File: config.mk
export PLATFORM = sky130hd
export DESIGN_NAME = axis_dma_read_flat
export DESIGN_NICKNAME = d
export VERILOG_FILES = /design/src/rtl/axis_dma_read_if.sv /design/src/rtl/axis_dma_read.sv /design/src/flat_wrapper.sv
export SDC_FILE = /design/constraint.sdc
export NUM_CORES = 1
export LEC_CHECK = 0
export ABC_AREA = 1
export BUFFER_PORTS_ARGS = -buffer_cell sky130_fd_sc_hd__buf_4
export CORE_AREA = 2 2 159 161
export DETAILED_ROUTE_END_ITERATION = 10
export DIE_AREA = 0 0 161 163
export PLACE_DENSITY = 0.74
export SYNTH_ARGS = -nofsm -noshare
export SYNTH_HDL_FRONTEND = slang
export SYNTH_SLANG_ARGS = --single-unit
File: constraint.sdc
create_clock -name clk -period 6.2 [get_ports clk]
set_input_delay 1.24 -clock clk [delete_from_list [all_inputs] [get_ports clk]]
set_output_delay 1.24 -clock clk [all_outputs]
set_load 0.05 [all_outputs]
File: src/rtl/axis_dma_read_if.sv
// Bundle of the DMA control, memory-read and AXI-Stream signals for axis_dma_read.
// master = the DMA engine, slave = the environment (memory + stream sink + controller).
interface axis_dma_read_if #(
  parameter int DATA_W = 8,
  parameter int ADDR_W = 32
);
  logic              start;
  logic [ADDR_W-1:0] base_addr;
  logic [ADDR_W-1:0] length;
  logic              done;
  logic              busy;
  logic              mem_rd_valid;
  logic [ADDR_W-1:0] mem_rd_addr;
  logic              mem_rd_data_valid;
  logic [DATA_W-1:0] mem_rd_data;
  logic              M_AXIS_TVALID;
  logic [DATA_W-1:0] M_AXIS_TDATA;
  logic              M_AXIS_TREADY;
  logic              M_AXIS_TLAST;

  modport master (
    input  start, base_addr, length, mem_rd_data_valid, mem_rd_data, M_AXIS_TREADY,
    output done, busy, mem_rd_valid, mem_rd_addr, M_AXIS_TVALID, M_AXIS_TDATA, M_AXIS_TLAST
  );

  modport slave (
    output start, base_addr, length, mem_rd_data_valid, mem_rd_data, M_AXIS_TREADY,
    input  done, busy, mem_rd_valid, mem_rd_addr, M_AXIS_TVALID, M_AXIS_TDATA, M_AXIS_TLAST
  );
endinterface

File: src/rtl/axis_dma_read.sv
// Memory-to-stream read DMA with a credit-limited output FIFO (requests + buffered <= FIFO_DEPTH).
// Optional: define AXIS_DMA_READ_TLAST_EN to drive M_AXIS_TLAST on the final beat.
module axis_dma_read #(
  parameter int DATA_W     = 8,
  parameter int ADDR_W     = 32,
  parameter int FIFO_DEPTH = 4
) (
  input  logic               clk,
  input  logic               rst_n,
  axis_dma_read_if.master    bus
);

  localparam int PTR_W = $clog2(FIFO_DEPTH);
  localparam int CNT_W = PTR_W + 1;

  typedef enum logic [1:0] {S_IDLE, S_RUN, S_DRAIN, S_DONE} state_t;

  state_t              state_q, state_d;
  logic [ADDR_W-1:0]   base_q, base_d;
  logic [ADDR_W-1:0]   len_q, len_d;
  logic [ADDR_W-1:0]   issued_q, issued_d;
  logic [ADDR_W-1:0]   sent_q, sent_d;
  logic [CNT_W-1:0]    out_q, out_d;
  logic [CNT_W-1:0]    cnt_q, cnt_d;
  logic [PTR_W-1:0]    wptr_q, wptr_d;
  logic [PTR_W-1:0]    rptr_q, rptr_d;
  logic                req_vld_q, req_vld_d;
  logic [ADDR_W-1:0]   req_addr_q, req_addr_d;
  logic [DATA_W-1:0]   fifo_mem [FIFO_DEPTH];

  logic fifo_nempty;
  logic pop;
  logic push;
  logic issue;
  logic credit_ok;

  assign fifo_nempty = (cnt_q != '0);
  assign pop         = fifo_nempty && bus.M_AXIS_TREADY;
  // Returns with nothing outstanding (stale after reset, or spurious) are dropped.
  assign push        = bus.mem_rd_data_valid && (state_q != S_IDLE) && (out_q != '0);
  assign credit_ok   = ({1'b0, out_q} + {1'b0, cnt_q}) < (CNT_W+1)'(FIFO_DEPTH);

  always_comb begin
    state_d    = state_q;
    base_d     = base_q;
    len_d      = len_q;
    issued_d   = issued_q;
    sent_d     = pop ? sent_q + ADDR_W'(1) : sent_q;
    req_vld_d  = 1'b0;
    req_addr_d = req_addr_q;
    issue      = 1'b0;

    case (state_q)
      S_IDLE: begin
        if (bus.start) begin
          base_d = bus.base_addr;
          len_d  = bus.length;
          sent_d = '0;
          if (bus.length == '0) begin
            state_d  = S_DONE;
            issued_d = '0;
          end else begin
            // First request goes out straight from the start cycle.
            state_d    = S_RUN;
            issue      = 1'b1;
            req_vld_d  = 1'b1;
            req_addr_d = bus.base_addr;
            issued_d   = ADDR_W'(1);
          end
        end
      end
      S_RUN: begin
        if (issued_q == len_q) begin
          state_d = S_DRAIN;
        end else if ((issued_q < len_q) && credit_ok) begin
          issue      = 1'b1;
          req_vld_d  = 1'b1;
          req_addr_d = base_q + issued_q;
          issued_d   = issued_q + ADDR_W'(1);
        end
      end
      S_DRAIN: begin
        if (sent_d == len_q) state_d = S_DONE;
      end
      S_DONE:  state_d = S_IDLE;
      default: state_d = S_IDLE;
    endcase

    out_d = out_q;
    if (issue && !push)      out_d = out_q + CNT_W'(1);
    else if (!issue && push) out_d = out_q - CNT_W'(1);

    cnt_d = cnt_q;
    if (push && !pop)      cnt_d = cnt_q + CNT_W'(1);
    else if (!push && pop) cnt_d = cnt_q - CNT_W'(1);

    wptr_d = push ? wptr_q + PTR_W'(1) : wptr_q;
    rptr_d = pop  ? rptr_q + PTR_W'(1) : rptr_q;
  end

  always_ff @(posedge clk or negedge rst_n) begin
    if (!rst_n) begin
      state_q    <= S_IDLE;
      base_q     <= '0;
      len_q      <= '0;
      issued_q   <= '0;
      sent_q     <= '0;
      out_q      <= '0;
      cnt_q      <= '0;
      wptr_q     <= '0;
      rptr_q     <= '0;
      req_vld_q  <= 1'b0;
      req_addr_q <= '0;
    end else begin
      state_q    <= state_d;
      base_q     <= base_d;
      len_q      <= len_d;
      issued_q   <= issued_d;
      sent_q     <= sent_d;
      out_q      <= out_d;
      cnt_q      <= cnt_d;
      wptr_q     <= wptr_d;
      rptr_q     <= rptr_d;
      req_vld_q  <= req_vld_d;
      req_addr_q <= req_addr_d;
    end
  end

  always_ff @(posedge clk) begin
    if (push) fifo_mem[wptr_q] <= bus.mem_rd_data;
  end

  assign bus.done          = (state_q == S_DONE);
  assign bus.busy          = (state_q != S_IDLE);
  assign bus.mem_rd_valid  = req_vld_q;
  assign bus.mem_rd_addr   = req_addr_q;
  assign bus.M_AXIS_TVALID = fifo_nempty;
  assign bus.M_AXIS_TDATA  = fifo_mem[rptr_q];

`ifdef AXIS_DMA_READ_TLAST_EN
  assign bus.M_AXIS_TLAST  = fifo_nempty && (sent_q == (len_q - ADDR_W'(1)));
`else
  assign bus.M_AXIS_TLAST  = 1'b0;
`endif

endmodule

File: src/flat_wrapper.sv
// flat-port wrapper written by rule: the top's interface ports become plain ports
module axis_dma_read_flat 
#(
  parameter int DATA_W     = 8,
  parameter int ADDR_W     = 32,
  parameter int FIFO_DEPTH = 4
)
  (clk, rst_n, bus_start, bus_base_addr, bus_length, bus_mem_rd_data_valid, bus_mem_rd_data, bus_M_AXIS_TREADY, bus_done, bus_busy, bus_mem_rd_valid, bus_mem_rd_addr, bus_M_AXIS_TVALID, bus_M_AXIS_TDATA, bus_M_AXIS_TLAST);
  axis_dma_read_if #(.DATA_W(DATA_W), .ADDR_W(ADDR_W)) bus_i ();
  input  logic clk;
  input  logic rst_n;
  input wire logic [$bits(bus_i.start)-1:0] bus_start;
  input wire logic [$bits(bus_i.base_addr)-1:0] bus_base_addr;
  input wire logic [$bits(bus_i.length)-1:0] bus_length;
  input wire logic [$bits(bus_i.mem_rd_data_valid)-1:0] bus_mem_rd_data_valid;
  input wire logic [$bits(bus_i.mem_rd_data)-1:0] bus_mem_rd_data;
  input wire logic [$bits(bus_i.M_AXIS_TREADY)-1:0] bus_M_AXIS_TREADY;
  output wire logic [$bits(bus_i.done)-1:0] bus_done;
  output wire logic [$bits(bus_i.busy)-1:0] bus_busy;
  output wire logic [$bits(bus_i.mem_rd_valid)-1:0] bus_mem_rd_valid;
  output wire logic [$bits(bus_i.mem_rd_addr)-1:0] bus_mem_rd_addr;
  output wire logic [$bits(bus_i.M_AXIS_TVALID)-1:0] bus_M_AXIS_TVALID;
  output wire logic [$bits(bus_i.M_AXIS_TDATA)-1:0] bus_M_AXIS_TDATA;
  output wire logic [$bits(bus_i.M_AXIS_TLAST)-1:0] bus_M_AXIS_TLAST;
  assign bus_i.start = bus_start;
  assign bus_i.base_addr = bus_base_addr;
  assign bus_i.length = bus_length;
  assign bus_i.mem_rd_data_valid = bus_mem_rd_data_valid;
  assign bus_i.mem_rd_data = bus_mem_rd_data;
  assign bus_i.M_AXIS_TREADY = bus_M_AXIS_TREADY;
  assign bus_done = bus_i.done;
  assign bus_busy = bus_i.busy;
  assign bus_mem_rd_valid = bus_i.mem_rd_valid;
  assign bus_mem_rd_addr = bus_i.mem_rd_addr;
  assign bus_M_AXIS_TVALID = bus_i.M_AXIS_TVALID;
  assign bus_M_AXIS_TDATA = bus_i.M_AXIS_TDATA;
  assign bus_M_AXIS_TLAST = bus_i.M_AXIS_TLAST;
  axis_dma_read #(.DATA_W(DATA_W), .ADDR_W(ADDR_W), .FIFO_DEPTH(FIFO_DEPTH)) u_core (.clk(clk), .rst_n(rst_n), .bus(bus_i));
endmodule
### Word level (Yosys, flattened, before mapping)

Memory sizes are Yosys's and may differ from the RTL's.
Cells that the tools add are included.

* flip-flop bits (word level): 173
* bits in latches: 0
* bits in writable memories: 32
* bits in read-only memories: 0
* input bits: 77
* output and inout bits: 45
* word-level logic and storage cells: 87
* memories: 1

* add/sub/neg operators: 10
* multipliers: 0
* div/mod/pow operators: 0
* magnitude comparators: 2
* eq/ne operators: 11
* shift operators: 0
* multiplexer cells: 29
* bitwise logic cells: 0
* reduce and logical (&&, ||, !) cells: 23

Memories
* u_core.fifo_mem: depth 4, width 8, rd ports 1, clocked after Yosys merged registers in 0, wr ports 1, line axis_dma_read.sv:29 `logic [DATA_W-1:0] fifo_mem [FIFO_DEPTH];`

Operator list (count)
* two-way mux 32 bit: 10
* one-hot mux 32 bit (2 select lines): 2
* adder 32 x 1 -> 32 bit, second input constant: 2
* equality test 32 bit: 2
* adder 32 bit: 1
* zero test 32 bit: 1
* less-than comparator 32 bit: 1
* two-way mux 3 bit: 4
* logical AND 1 bit: 8
* two-way mux 2 bit: 4
* one-hot mux 2 bit (4 select lines): 1
* nonzero test 2 bit: 4
* two-way mux 1 bit: 7
* adder 3 x 1 -> 3 bit, second input constant: 2
* != test 2 x 1 -> 1 bit, second input constant: 3
* != test 2 bit, second input constant: 3
* nonzero test 3 bit: 2
* subtractor 3 x 1 -> 3 bit, second input constant: 2
* AND reduction 5 bit: 1
* adder 2 x 1 -> 2 bit, second input constant: 2
* adder 3 x 3 -> 4 bit: 1
* equality test 2 bit, second input constant: 2
* less-than comparator 4 x 3 -> 1 bit, second input constant: 1
* AND reduction 4 bit: 1
* other kinds (6): 8

### Logic depth before layout (Yosys ltp)

Gate-level depths: netlist (run 1).

* depth after elaboration: 10
* gate-level depth with buffers: 20
* mapped depth without buffers: 20

### Worst setup path before layout (run 1)

OpenSTA, ideal clock, no wires.

* path type: flip-flop to output port
* from: register u_core.rptr_q[0]
* to: output bus_M_AXIS_TDATA[5]
* arrival time: 1.784 ns
* required time: 4.960 ns
* path slack: 3.176 ns
* cell stages (with the launch flop): 6
* path buffers: 2
* cell sequence: dfrtp_1 > clkbuf_1 > inv_1 > clkbuf_1 > o21ai_0 > o22ai_1

* cells in the longest elaborated chain, start to end: 1

RTL lines
* start, declared: line axis_dma_read.sv:26 `logic [PTR_W-1:0] rptr_q, rptr_d;`
* start signal, assigned: line axis_dma_read.sv:123 `rptr_q <= rptr_d;`
* memory (4 x 8 bit)
* end, declared: line flat_wrapper.sv:23 `output wire logic [$bits(bus_i.M_AXIS_TDATA)-1:0] bus_M_AXIS_TDATA;`

Every way passes these cells.

### Final worst setup path (run 1)

* from: register u_core.issued_q[0]
* to: register u_core.issued_q[7]

* cells in the longest elaborated chain, start to end: 4
* elaborated cells on any way between the ends: 10
* those cells by class: add/sub (1); order compare (1); eq/ne (3); mux (3); reduce/logical (2)

RTL lines
* start, declared: line axis_dma_read.sv:21 `logic [ADDR_W-1:0] issued_q, issued_d;`
* start signal, assigned: line axis_dma_read.sv:118 `issued_q <= issued_d;`
* adder 32 x 1 -> 32 bit / less-than comparator 32 bit (equally long branches): line axis_dma_read.sv:79, axis_dma_read.sv:75
* two-way mux 32 bit / logical AND 1 bit (equally long branches): line axis_dma_read.sv:75 `end else if ((issued_q < len_q) && credit_ok) begin`
* two-way mux 32 bit / != test 2 x 1 -> 1 bit (equally long branches)
* one-hot mux 32 bit (2 select lines) / AND reduction 4 bit (equally long branches)

Parallel ways exist; a longest one is shown, timed or not. The select of a mux whose other input is x is not followed.
A chain may end at the register's enable or synchronous reset.

==> summary.md, run 1 <==
| Metric | Value |
|---|---|
| Result of the run | finished, final reports clean |
| Via count of the first global-routing pass | between 10,000 and 15,000 |
| Combined flip-flop and latch cell area | approximately 0.0053 mm² |
| Path category of the worst min-delay check | flip-flop to flip-flop |
| Relative max-transition margin | 0.249 |
| Internal Dissipation | between 3 and 4 mW |
| Most frequent cell after synthesis | sky130_fd_sc_hd__nand2_1 |
| Number of CTS-inserted buffers | 25 |
| Share of synthesized flip-flops with an asynchronous set or reset | 0.844 |
| Number of setup violations in the final report | 0 |
| Final nets | 2,091 |
| Antenna violations before repair | 0 |
| Critical path fanouts, max | 54 |
| Layout Cells excl Fill | 2,281 |
| Tot GR Track Use | 0.279 |
| Clock tree skew after final layout | 0.0124 ns |
| Largest vdd supply drop | approximately 0.36 mV |
| Mean instance size in the synthesized netlist | 7.24 µm² |
| Reported net switching power | 3.08 mW |
| Initial core utilization | 0.537 |
| Area share of the largest cell type after synthesis | 0.327 |
| Synth Instances | approximately 1,800 |
| Cell count after placement | 2,237 |
| Multi-input gate area | 0.00708 mm² |
| Biggest area consumer among synthesized cells | sky130_fd_sc_hd__dfrtp_1 |
| Final core utilization | 0.618 |
| Min-Delay Startpoint | u_core.bus.mem_rd_addr[22] |
| Final Slew Violations | 0 |
| Leakage power figure | around 7.4 nW |
| Clock Tree Buf Depth | 3 |
| Overflow left after global routing | 0 |
| Beginning of the worst register-to-register path | u_core.issued_q[0] |
| Mean number of vias per cell | 5.47 |
| Gates resized, CTS repair | 0 |
| Ratio of final minimum period to clock period | 0.595 |
| Post-synthesis register bit count | 205 |
| Ys flop type | sky130_fd_sc_hd__dfrtp_1 |
| Filler cells | 2,241 |
| Number of antenna cells inserted | 0 |
| Sequential fraction of design power | 0.311 |
| R2R setup slack | roughly 2.5 ns |
| Startpoint Class | flip-flop |
| Post-Synthesis Net Count | about 2,000 |
| # rows | 58 |
| Cells taking the most area after synthesis | sky130_fd_sc_hd__dfrtp_1 (33%), sky130_fd_sc_hd__nand2_1 (17%), sky130_fd_sc_hd__ha_1 (7.3%) |
| Origin of the worst setup path | u_core.issued_q[0] |
| Half-perimeter wire length of the detailed placement result | ~27,000 µm |
| RePlAce Congestion | 0.982 |
| DRT iter0 DRCs | 945 |
| TritonCTS clock tree | yes |
| Number of synthesized flops with an enable pin | 32 |
| Level count of the clock H-tree | 1 |
| Wirelength, routed | approximately 37,000 µm |
| Worst-margin pin slew | between 1 and 1.5 ns |
| Global-route wire length before repair | 59,000 µm |
| Detailed-router iteration count before antenna repair | 5 |
| Sequential share of the synthesized area | 0.399 |
| Die Width | approximately 160 µm |
| Residual antenna-violating net count after detailed routing | 0 |
| Setup CP Type | flip-flop to flip-flop |
| Gate power share | 0.470 |
| Routed len/inst | around 16 µm |
| Clock-pin slew of the registers on the worst-case setup and hold paths | roughly 0.06 ns |
| Area after detailed placement | approximately 0.014 mm² |
| Clock tree sinks | 205 |
| Via count | 12,477 |
| Latest clock arrival within the worst-skew pair | 0.53 ns |
| Core region area | 0.0247 mm² |
| Die Outline Area | 0.0262 mm² |
| WP data required | between 6 and 7 ns |
| Share of total power consumed by net switching | 0.457 |
| Total negative slack | 0 ns |
| Number of port buffers | 120 |
| Power per standard cell area | around 440 mW/mm² |
| Commonest cells in the synthesized netlist | sky130_fd_sc_hd__nand2_1 (589), sky130_fd_sc_hd__nor2_1 (191), sky130_fd_sc_hd__inv_1 (177) |
| Number of distinct library cells after synthesis | 45 |
| CTS Hold Bufs | 0 |
| Critical Path Sink Type | flip-flop |
| Unrepaired setup endpoints after global routing | false |
| Post-CTS Setup Repair Bufs | 0 |
| Syn Std Cell Area | 0.0132 mm² |
| Final hold violations | 0 |
| Part of the power in the clock network | 0.219 |
| Die extent in y | around 160 µm |
| FMAX | roughly 270 MHz |
| Shortest period the worst path allows | 3.69 ns |
| Post-layout total power | 6.75 mW |
| Count of synthesis-stage warnings from yosys | 0 |
| WP data arrival | 4.10 ns |
| Ports placed on the boundary | 122 |
| Growth of design area from synthesis to finish | 15.1% |
| Largest net degree at the start of global routing | 68 |
| Residual DRC | 0 |
| Post-route standard cell area excluding fillers | 0.0152 mm² |
| Cell at the root of the clock tree | sky130_fd_sc_hd__clkbuf_16 |
| Fraction of final layout cells sized beyond drive strength 1 | 0.0984 |
| # Max-Cap Violations | 0 |
flip-flops by register name (all words and copies together), names as in the netlist:
signal                   flops
u_core.cnt_q                 3
u_core.out_q                 3
u_core.state_q               2
u_core.base_q               32
u_core.wptr_q                2
u_core.len_q                32
u_core.rptr_q                2
u_core.fifo_mem             32
u_core.bus.mem_rd_addr      32
u_core.bus.mem_rd_valid      1
u_core.sent_q               32
u_core.issued_q             32
layout by cell type, fill, tap and decap left out, drive strengths merged, types with 5 or more instances in the layout:
master	count
o21a	5
nand2	593
buf	128
edfxtp	32
o22ai	9
o21ai	134
nor2	195
inv	179
o211ai	5
nand3b	6
nor3	25
a21oi	76
nand3	139
dfrtp	173
clkinv	8
or2	7
xor2	34
nand4	29
nor4	19
ha	77
clkbuf	32
xnor2	21
logic make-up after synthesis:
| kind of cell | count (synthesis) | share of synthesized area |
|---|---|---|
| AND/OR/NAND/NOR | 1016 | 0.321 |
| AO/OA/AOI/OAI | 241 | 0.0963 |
| buffers and inverters | 230 | 0.0673 |
| flip-flops | 205 | 0.399 |
| adder cells (fa/ha/maj) | 80 | 0.0773 |
| XOR/XNOR | 55 | 0.0364 |
| multiplexers | 2 | 0.00170 |
| other | 1 | 0.000283 |
path summary, 6_finish.rpt:
kind                       depth (start not counted)                          to
setup / recovery                                  16          u_core.issued_q[7]
hold reg to reg                                    2  u_core.bus.mem_rd_addr[22]
hold / removal                                     2  u_core.bus.mem_rd_addr[22]
max in group asynchronous                          2  u_core.bus.mem_rd_addr[27]
min in group asynchronous                          1             u_core.len_q[5]
setup reg to reg                                  16          u_core.issued_q[7]
per-stage QoR:
stage          setup slack (ns)  hold slack [ns]
4_1_cts                    2.47            0.478
5_1_grt                    2.10            0.504
2_1_floorplan              3.18            0.453
6_report                   2.51            0.477
3_5_place_dp               2.24            0.463
3_3_place_gp               2.30            0.459
power groups by stage:
stage               clock network (mW)  registers (mW)  logic [mW]
floorplan                            0            2.36        1.99
global placement                     0            2.11        3.07
detailed placement                   0            2.11        3.16
CTS                               1.50            2.09        3.17
global route                      1.56            2.15        3.52
finish                            1.48            2.10        3.17
layer usage:
layer	wire length (µm)	up-vias	share of wire	global-route usage
met5	0	-	0	0
met4	1350	0	0.037	0.103
met3	2050	87	0.056	0.0344
met2	17400	355	0.47	0.480
met1	15800	5842	0.43	0.363
li1	-	6193	-	-
layout make-up:
class | instances | share of cell area
clock buffer | 32 | 0.0447
clock inverter | 12 | 0.00944
inverter | 179 | 0.0441
multi-input combinational | 1395 | 0.464
sequential | 205 | 0.347
tap | 330 | 0.0271
timing repair buffer | 128 | 0.0633
worst max-delay path, stage by stage (launching register included):
cell and delay [ns]:
sky130_fd_sc_hd__dfrtp_1 0.42, sky130_fd_sc_hd__inv_1 0.21, sky130_fd_sc_hd__ha_1 0.18, sky130_fd_sc_hd__inv_1 0.04, sky130_fd_sc_hd__a21oi_1 0.11, sky130_fd_sc_hd__o21ai_1 0.08, sky130_fd_sc_hd__nand2_1 0.06, sky130_fd_sc_hd__o211ai_1 0.09
sky130_fd_sc_hd__nand2_1 0.08, sky130_fd_sc_hd__nand4_1 0.10, sky130_fd_sc_hd__nand2_1 0.10, sky130_fd_sc_hd__nand4_1 0.18, sky130_fd_sc_hd__a21boi_4 0.63, sky130_fd_sc_hd__buf_4 0.58, sky130_fd_sc_hd__inv_1 0.48, sky130_fd_sc_hd__nand2_1 0.15
sky130_fd_sc_hd__nand2_1 0.07
Note: power is estimated with default switching activity, not from simulation.
==> run 2: changes to the inputs <==
--- a/config.mk
+++ b/config.mk
@@ -5,11 +5,11 @@
 export SDC_FILE = /design/constraint.sdc
 export NUM_CORES = 1
 export LEC_CHECK = 0
-export ABC_AREA = 1
+export ABC_AREA = 0
 export BUFFER_PORTS_ARGS = -buffer_cell sky130_fd_sc_hd__buf_4
-export CORE_AREA = 2 2 159 161
+export CORE_AREA = 2 2 154 156
 export DETAILED_ROUTE_END_ITERATION = 10
-export DIE_AREA = 0 0 161 163
+export DIE_AREA = 0 0 156 158
 export PLACE_DENSITY = 0.74
 export SYNTH_ARGS = -nofsm -noshare
 export SYNTH_HDL_FRONTEND = slang
==> constraint.sdc (replaced) <==
create_clock -name clk -period 3.5 [get_ports clk]
set_input_delay 0.7 -clock clk [delete_from_list [all_inputs] [get_ports clk]]
set_output_delay 0.7 -clock clk [all_outputs]
set_load 0.05 [all_outputs]
==> run 2 against run 1 <==
Against the previous run: global-route usage down 0.70 points; via count down 16%; critical path depth down 1; cell count down 22%; register-to-register slack got worse by 2.3 ns; highest routed layer unchanged; largest cell class unchanged; sequential power grew 79%; critical endpoint is now u_core.out_q[2].
==> summary.md, run 2 <==
| Metric | Value |
|---|---|
| Die extent in y | 158 µm (-3.1%) |
| Largest stage delay, worst path | 0.44 ns (-0.19 ns) |
| Ratio of final minimum period to clock period | 0.936 (+0.341) |
| Residual antenna-violating net count after detailed routing | 0 (unchanged) |
| Most common library cell in the layout ignoring fill and taps | sky130_fd_sc_hd__nand2_1 |
| WP data required | 3.94 ns (-2.67 ns) |
| Largest net degree at the start of global routing | 128 (+88%) |
| Worst-case reg-to-reg path depth | 15 (-1) |
| CTS Hold Bufs | 0 (unchanged) |
| Routed len/inst | 18.7 µm (+17%) |
| Area after detailed placement | 0.0138 mm² (-4.3%) |
| Leakage power figure | 6.79 nW (-8.8%) |
| Post-synthesis register bit count | 205 (unchanged) |
| Number of antenna cells inserted | 0 (unchanged) |
| TritonCTS clock tree | yes |
| Clock tree sinks | 205 (unchanged) |
| Via count of the first global-routing pass | 10,095 (-15%) |
| Clock Tree Buf Depth | 3 (unchanged) |
| Half-perimeter wire length of the detailed placement result | 24,300 µm (-10%) |
| Syn Std Cell Area | 0.0124 mm² (-6.1%) |
| Cells taking the most area after synthesis | sky130_fd_sc_hd__dfrtp_1 (35%), sky130_fd_sc_hd__ha_1 (7.7%), sky130_fd_sc_hd__edfxtp_1 (7.7%) |
| Ys flop type | sky130_fd_sc_hd__dfrtp_1 |
| Growth of design area from synthesis to finish | 17.7% |
| Multi-input gate area | 0.00672 mm² (-5.1%) |
| Slowest cell on the critical path | sky130_fd_sc_hd__o311ai_1 |
| Number of port buffers | 120 (unchanged) |
| Sequential share of the synthesized area | 0.425 (+0.0259) |
| Fraction of final layout cells sized beyond drive strength 1 | 0.157 (+0.0589) |
| Combined flip-flop and latch cell area | 0.00529 mm² (unchanged) |
| Count of synthesis-stage warnings from yosys | 0 (unchanged) |
| Clock tree skew after final layout | 0.0190 ns (+0.00660 ns) |
| WP buf/inv | 2 (-2) |
| Tot GR Track Use | 0.272 (-0.00701) |
| Ports placed on the boundary | 122 (unchanged) |
| Overflow left after global routing | 0 (unchanged) |
| Synth Instances | 1,335 (-27%) |
| R2R setup slack | 0.22 ns (-2.29 ns) |
| Most frequent cell after synthesis | sky130_fd_sc_hd__nand2_1 |
| Number of distinct library cells after synthesis | 85 (+89%) |
| Level count of the clock H-tree | 1 (unchanged) |
| Power per standard cell area | 787 mW/mm² (+78%) |
| Post-route standard cell area excluding fillers | 0.0146 mm² (-3.9%) |
| Die Outline Area | 0.0246 mm² (-6.1%) |
| FMAX | 305 MHz (+13%) |
| Via count | 10,470 (-16%) |
| WP data arrival | 3.72 ns (-0.38 ns) |
| Antenna violations before repair | 0 (unchanged) |
| Post-Synthesis Net Count | 1,492 (-25%) |
| RePlAce Congestion | 0.896 (-8.8%) |
| Biggest area consumer among synthesized cells | sky130_fd_sc_hd__dfrtp_1 |
| Unrepaired setup endpoints after global routing | false |
| Wirelength, routed | 33,200 µm (-9.4%) |
| Mean instance size in the synthesized netlist | 9.32 µm² (+29%) |
| Final Slew Violations | 0 (unchanged) |
| # Max-Cap Violations | 0 (unchanged) |
| Largest delay contributor family on the critical path | compound AO/OA/AOI/OAI gates |
| Cell Chain, Critical Path | inv_1 > ha_1 > nor2b_1 > o21a_1 > o21ai_1 > a21oi_1 > o311ai_1 > nand3_1 > o21ai_0 > ha_1 > inv_1 > fa_1 > xor2_1 > nor2_1 > xor2_1 |
| Result of the run | finished, final reports clean |
| Initial core utilization | 0.540 (+0.00276) |
| Worst-margin pin slew | 0.876 ns (-0.247 ns) |
| Critical path fanouts, max | 3 (-94%) |
| Residual DRC | 0 (unchanged) |
| Path category of the worst min-delay check | primary input to asynchronous set/reset pin |
| # rows | 56 (-3.4%) |
| Commonest cells in the synthesized netlist | sky130_fd_sc_hd__nand2_1 (228), sky130_fd_sc_hd__dfrtp_1 (173), sky130_fd_sc_hd__nor2_1 (110) |
| Worst flop-to-flop path endpoint | u_core.out_q[2] |
| Area share of the largest cell type after synthesis | 0.348 (+0.0212) |
| Number of setup violations in the final report | 0 (unchanged) |
| Cell at the root of the clock tree | sky130_fd_sc_hd__clkbuf_16 |
| Global-route wire length before repair | 52,900 µm (-10%) |
| Total negative slack | 0 ns (unchanged) |
| Clock-pin slew of the registers on the worst-case setup and hold paths | 0.06 ns (about the same) |
| Largest vdd supply drop | 0.542 mV (+51%) |
| Core region area | 0.0231 mm² (-6.6%) |
| Share of synthesized flip-flops with an asynchronous set or reset | 0.844 (unchanged) |
| Gates resized, CTS repair | 0 (unchanged) |
| Mean number of vias per cell | 5.91 (+8.1%) |
| Shortest period the worst path allows | 3.28 ns (-0.411 ns) |
| Latest clock arrival within the worst-skew pair | 0.53 ns (about the same) |
| Final core utilization | 0.635 (+0.0175) |
| Detailed-router iteration count before antenna repair | 5 (unchanged) |
| Die Width | 156 µm (-3.1%) |
| Number of CTS-inserted buffers | 24 (-4.0%) |
| Final nets | 1,620 (-23%) |
| Setup CP Type | flip-flop to flip-flop |
| Startpoint Class | flip-flop |
| Beginning of the worst register-to-register path | u_core.len_q[1] |
| DRT iter0 DRCs | 854 (-9.6%) |
| Number of synthesized flops with an enable pin | 32 (unchanged) |
| Filler cells | 1,925 (-14%) |
| Critical Path Sink Type | flip-flop |
| Post-CTS Setup Repair Bufs | 0 (unchanged) |
| Final hold violations | 0 (unchanged) |
| Most frequent cells in the layout | sky130_fd_sc_hd__nand2_1 (228), sky130_fd_sc_hd__dfrtp_1 (173), sky130_fd_sc_hd__buf_4 (149), sky130_fd_sc_hd__nor2_1 (108), sky130_fd_sc_hd__o21ai_0 (78) |
| Relative max-transition margin | 0.416 (+0.167) |
-- run 2: layer usage --
metal	wire length, µm	global-route usage	vias up
met5	0	0	-
met4	1300	0.109	0
met3	1720	0.0326	88
met2	15200	0.436	359
met1	14900	0.378	5026
li1	-	-	4997
-- run 2: how the worst max path moves through the flow --
stage                       start             endpoint  slack, ns  cells after the start
2_1_floorplan  u_core.issued_q[1]  u_core.issued_q[18]       0.66                     11
3_3_place_gp      u_core.cnt_q[2]      u_core.out_q[2]       0.32                     14
3_5_place_dp   u_core.issued_q[1]      u_core.out_q[2]       0.30                     14
4_1_cts        u_core.issued_q[1]      u_core.out_q[2]       0.26                     14
5_1_grt           u_core.cnt_q[2]  u_core.issued_q[31]       0.04                     10
6_report          u_core.len_q[1]      u_core.out_q[2]       0.22                     15
-- run 2: logic make-up after synthesis --
| kind of cell | share of synthesized area |
|---|---|
| AND/OR/NAND/NOR | 0.200 |
| AO/OA/AOI/OAI | 0.147 |
| flip-flops | 0.425 |
| buffers and inverters | 0.0361 |
| XOR/XNOR | 0.0748 |
| adder cells (fa/ha/maj) | 0.0823 |
| multiplexers | 0.0344 |
| other | 0.000301 |
-- run 2: worst reg2reg max path, cell delays in order, from the launching register on --
cell and delay, ns:
sky130_fd_sc_hd__dfrtp_1 0.36, sky130_fd_sc_hd__inv_1 0.16, sky130_fd_sc_hd__ha_1 0.28, sky130_fd_sc_hd__nor2b_1 0.13
sky130_fd_sc_hd__o21a_1 0.16, sky130_fd_sc_hd__o21ai_1 0.12, sky130_fd_sc_hd__a21oi_1 0.11, sky130_fd_sc_hd__o311ai_1 0.44
sky130_fd_sc_hd__nand3_1 0.11, sky130_fd_sc_hd__o21ai_0 0.21, sky130_fd_sc_hd__ha_1 0.26, sky130_fd_sc_hd__inv_1 0.06
sky130_fd_sc_hd__fa_1 0.37, sky130_fd_sc_hd__xor2_1 0.17, sky130_fd_sc_hd__nor2_1 0.11, sky130_fd_sc_hd__xor2_1 0.15
-- run 2: power breakdown --
| part | internal (mW) | switching, mW |
|---|---|---|
| Clock | 1.64 | 1.03 |
| Sequential | 3.15 | 0.607 |
| Combinational | 1.88 | 3.21 |
| Total | 6.67 | 4.85 |
-- run 2: stage by stage --
step	hold WS (ns)	power [mW]	worst slack, ns	instances
after floorplan	0.404	7.28	0.661	1335
after global placement	0.465	8.71	0.320	1727
after detailed placement	0.470	8.82	0.298	1727
after CTS	0.287	11.5	0.261	1771
after global routing	0.319	12.2	0.0352	1771
final	0.242	11.5	0.224	1771
-- run 2: final cells by class --
type,count,area share
Timing Repair Buffer,153,0.0813
Sequential cell,205,0.361
Multi-Input combinational cell,1016,0.459
Clock inverter,14,0.0120
Inverter,63,0.0165
Tap cell,290,0.0248
Clock buffer,30,0.0454
==> run 3: changes to the inputs <==
--- a/config.mk
+++ b/config.mk
@@ -6,11 +6,11 @@
 export NUM_CORES = 1
 export LEC_CHECK = 0
 export ABC_AREA = 0
-export BUFFER_PORTS_ARGS = -buffer_cell sky130_fd_sc_hd__buf_4
 export CORE_AREA = 2 2 154 156
 export DETAILED_ROUTE_END_ITERATION = 10
 export DIE_AREA = 0 0 156 158
-export PLACE_DENSITY = 0.74
+export DONT_BUFFER_PORTS = 1
+export PLACE_DENSITY = 0.69
 export SYNTH_ARGS = -nofsm -noshare
 export SYNTH_HDL_FRONTEND = slang
 export SYNTH_SLANG_ARGS = --single-unit
==> run 3 against run 2 <==
Against the previous run: the flow now finishes with violations (negative hold slack); largest power group is now sequential cells; count of clock-buffer cells in the layout is 2 lower; first-iteration DRC count is 16% lower; total power is 7.0% lower; fmax is 0.11% lower; via count is 5.1% lower; clock power is 10% lower; die area stayed put; non-clock buffer count is 128 lower; worst hold slack worse by 0.37 ns; wire length is 2.7% lower.
==> summary.md, run 3 (synthesized netlist as in run 2, its figures left out) <==
| Metric | Value |
|---|---|
| Die Outline Area | 0.0246 mm² (unchanged) |
| Routed len/inst | 19.7 µm (+5.0%) |
| Setup CP Type | flip-flop to flip-flop |
| Ports placed on the boundary | 122 (unchanged) |
| Result of the run | complete, but fails checks |
| Post-route standard cell area excluding fillers | 0.0136 mm² (-7.3%) |
| WP data arrival | 3.71 ns (about the same) |
| # Max-Cap Violations | 0 (unchanged) |
| # rows | 56 (unchanged) |
| Overflow left after global routing | 0 (unchanged) |
| Post-place setup slack | 0.189 ns (-0.109 ns) |
| Final hold violations | 173 (+173) |
| Level count of the clock H-tree | 1 (unchanged) |
| Detailed-router iteration count before antenna repair | 5 (unchanged) |
| Core region area | 0.0231 mm² (unchanged) |
| Shortest period the worst path allows | 3.28 ns (+0.00364 ns) |
| Number of CTS-inserted buffers | 23 (-4.2%) |
| Clock tree skew after final layout | 0.0270 ns (+0.00803 ns) |
| Final core utilization | 0.589 (-0.0462) |
| Number of port buffers | 0 (-100%) |
| Leakage power figure | 6.11 nW (-10%) |
| Number of setup violations in the final report | 0 (unchanged) |
| Final Slew Violations | 0 (unchanged) |
| Worst hold slack across all endpoints | -0.131 ns (-0.373 ns) |
| Critical path fanouts, max | 13 (+10) |
| Clock Tree Buf Depth | 3 (unchanged) |
| Relative max-transition margin | 0.544 (+0.128) |
| Residual antenna-violating net count after detailed routing | 0 (unchanged) |
| Die Width | 156 µm (unchanged) |
| Latest clock arrival within the worst-skew pair | 0.53 ns (about the same) |
| Setup WS post-layout | 0.220 ns (-0.00364 ns) |
| Path category of the worst min-delay check | primary input to asynchronous set/reset pin |
| Tot GR Track Use | 0.268 (-0.00346) |
| Initial core utilization | 0.540 (unchanged) |
| FMAX | 305 MHz (-0.11%) |
| Clock tree sinks | 205 (unchanged) |
| Fraction of final layout cells sized beyond drive strength 1 | 0.0762 (-0.0811) |
| Post-CTS Setup Repair Bufs | 0 (unchanged) |
| Number of antenna cells inserted | 0 (unchanged) |
| WP data required | 3.93 ns (about the same) |
| RePlAce Congestion | 0.894 (-0.20%) |
| Most common library cell in the layout ignoring fill and taps | sky130_fd_sc_hd__nand2_1 |
| Die extent in y | 158 µm (unchanged) |
| Total negative slack | 0 ns (unchanged) |
| Wirelength, routed | 32,300 µm (-2.7%) |
| TritonCTS clock tree | yes |
| Final nets | 1,491 (-8.0%) |
| Critical Path Sink Type | flip-flop |
| Worst-margin pin slew | 0.682 ns (-0.194 ns) |
| Unrepaired setup endpoints after global routing | false |
| Most frequent cells in the layout | sky130_fd_sc_hd__nand2_1 (228), sky130_fd_sc_hd__dfrtp_1 (173), sky130_fd_sc_hd__nor2_1 (108), sky130_fd_sc_hd__o21ai_0 (78), sky130_fd_sc_hd__ha_1 (77) |
| DRT iter0 DRCs | 716 (-16%) |
| Half-perimeter wire length of the detailed placement result | 23,800 µm (-2.1%) |
| Ratio of final minimum period to clock period | 0.937 (+0.00104) |
| Power per standard cell area | 789 mW/mm² (+0.28%) |
| Cell at the root of the clock tree | sky130_fd_sc_hd__clkbuf_16 |
| Growth of design area from synthesis to finish | 9.13% |
| Startpoint Class | flip-flop |
| Mean number of vias per cell | 6.05 (+2.4%) |
| Residual DRC | 0 (unchanged) |
| Failing checks | negative hold slack |
| Clock-pin slew of the registers on the worst-case setup and hold paths | 0.06 ns (about the same) |
| Area after detailed placement | 0.0128 mm² (-7.1%) |
| Via count | 9,931 (-5.1%) |
| Global-route wire length before repair | 52,200 µm (-1.5%) |
| Largest net degree at the start of global routing | 174 (+36%) |
| Via count of the first global-routing pass | 9,781 (-3.1%) |
| Largest vdd supply drop | 0.593 mV (+9.5%) |
| Filler cells | 2,012 (+4.5%) |
| Antenna violations before repair | 0 (unchanged) |
==> run 3: worst max-delay path: stages, from the launching register on <==
cell	delay, ns
sky130_fd_sc_hd__dfrtp_1	0.50
sky130_fd_sc_hd__nand4_2	0.22
sky130_fd_sc_hd__nor3b_4	0.55
sky130_fd_sc_hd__and3_1	0.32
sky130_fd_sc_hd__o2bb2ai_1	0.08
sky130_fd_sc_hd__a2111oi_1	0.50
sky130_fd_sc_hd__nand4_1	0.25
sky130_fd_sc_hd__nor4_4	0.40
sky130_fd_sc_hd__nand3_1	0.14
sky130_fd_sc_hd__a31oi_1	0.22
==> run 3: where the power goes <==
part | total (mW) | leakage [nW] | switching, mW | internal (mW)
Sequential | 4.42 | 2.51 | 1.27 | 3.14
Combinational | 3.91 | 3.23 | 2.38 | 1.52
Clock | 2.39 | 0.363 | 1.03 | 1.36
Total | 10.7 | 6.11 | 4.68 | 6.02
==> run 3: layout make-up <==
cell class                      instances  area (µm²)  area share
Clock inverter                         14         120     0.00885
Timing Repair Buffer                   25         213      0.0157
Inverter                               63         241      0.0178
Tap cell                              290         363      0.0267
Sequential cell                       205        5290       0.390
Multi-Input combinational cell       1016        6720       0.495
Clock buffer                           28         624      0.0460
==> run 3: through the flow <==
| stage | instances | hold WS, ns | total power, mW |
|---|---|---|---|
| after global routing | 1641 | -0.148 | 11.4 |
| after CTS | 1641 | -0.145 | 10.7 |
| final | 1641 | -0.131 | 10.7 |
| after global placement | 1599 | 0.417 | 8.25 |
| after floorplan | 1335 | 0.404 | 7.28 |
| after detailed placement | 1599 | 0.416 | 8.34 |
==> run 3: routing by layer <==
layer  up-vias  global-route usage  part of all wire
li1       4763                   -                 -
met1      4796               0.369              0.44
met2       303               0.435              0.46
met3        69              0.0405             0.059
met4         0              0.0948             0.036
met5         -                   0                 0
==> run 3: repair_timing <==
item,4_1_cts,5_1_grt
endpoints found under the setup margin,0,2
resized for setup,0,2
endpoints found under the hold margin,173,173
==> run 3: final timing paths <==
kind	from	end	cells after the start	slack [ns]
max	u_core.sent_q[4]	u_core.state_q[0]	9	0.22
max in group asynchronous	rst_n	u_core.bus.mem_rd_addr[22]	0	3.37
min reg2reg	u_core.base_q[29]	u_core.base_q[29]	2	0.48
min in group clk	bus_mem_rd_data[3]	u_core.fifo_mem[3][3]	0	0.26
min	rst_n	u_core.rptr_q[1]	0	-0.13
max reg2reg	u_core.sent_q[4]	u_core.state_q[0]	9	0.22
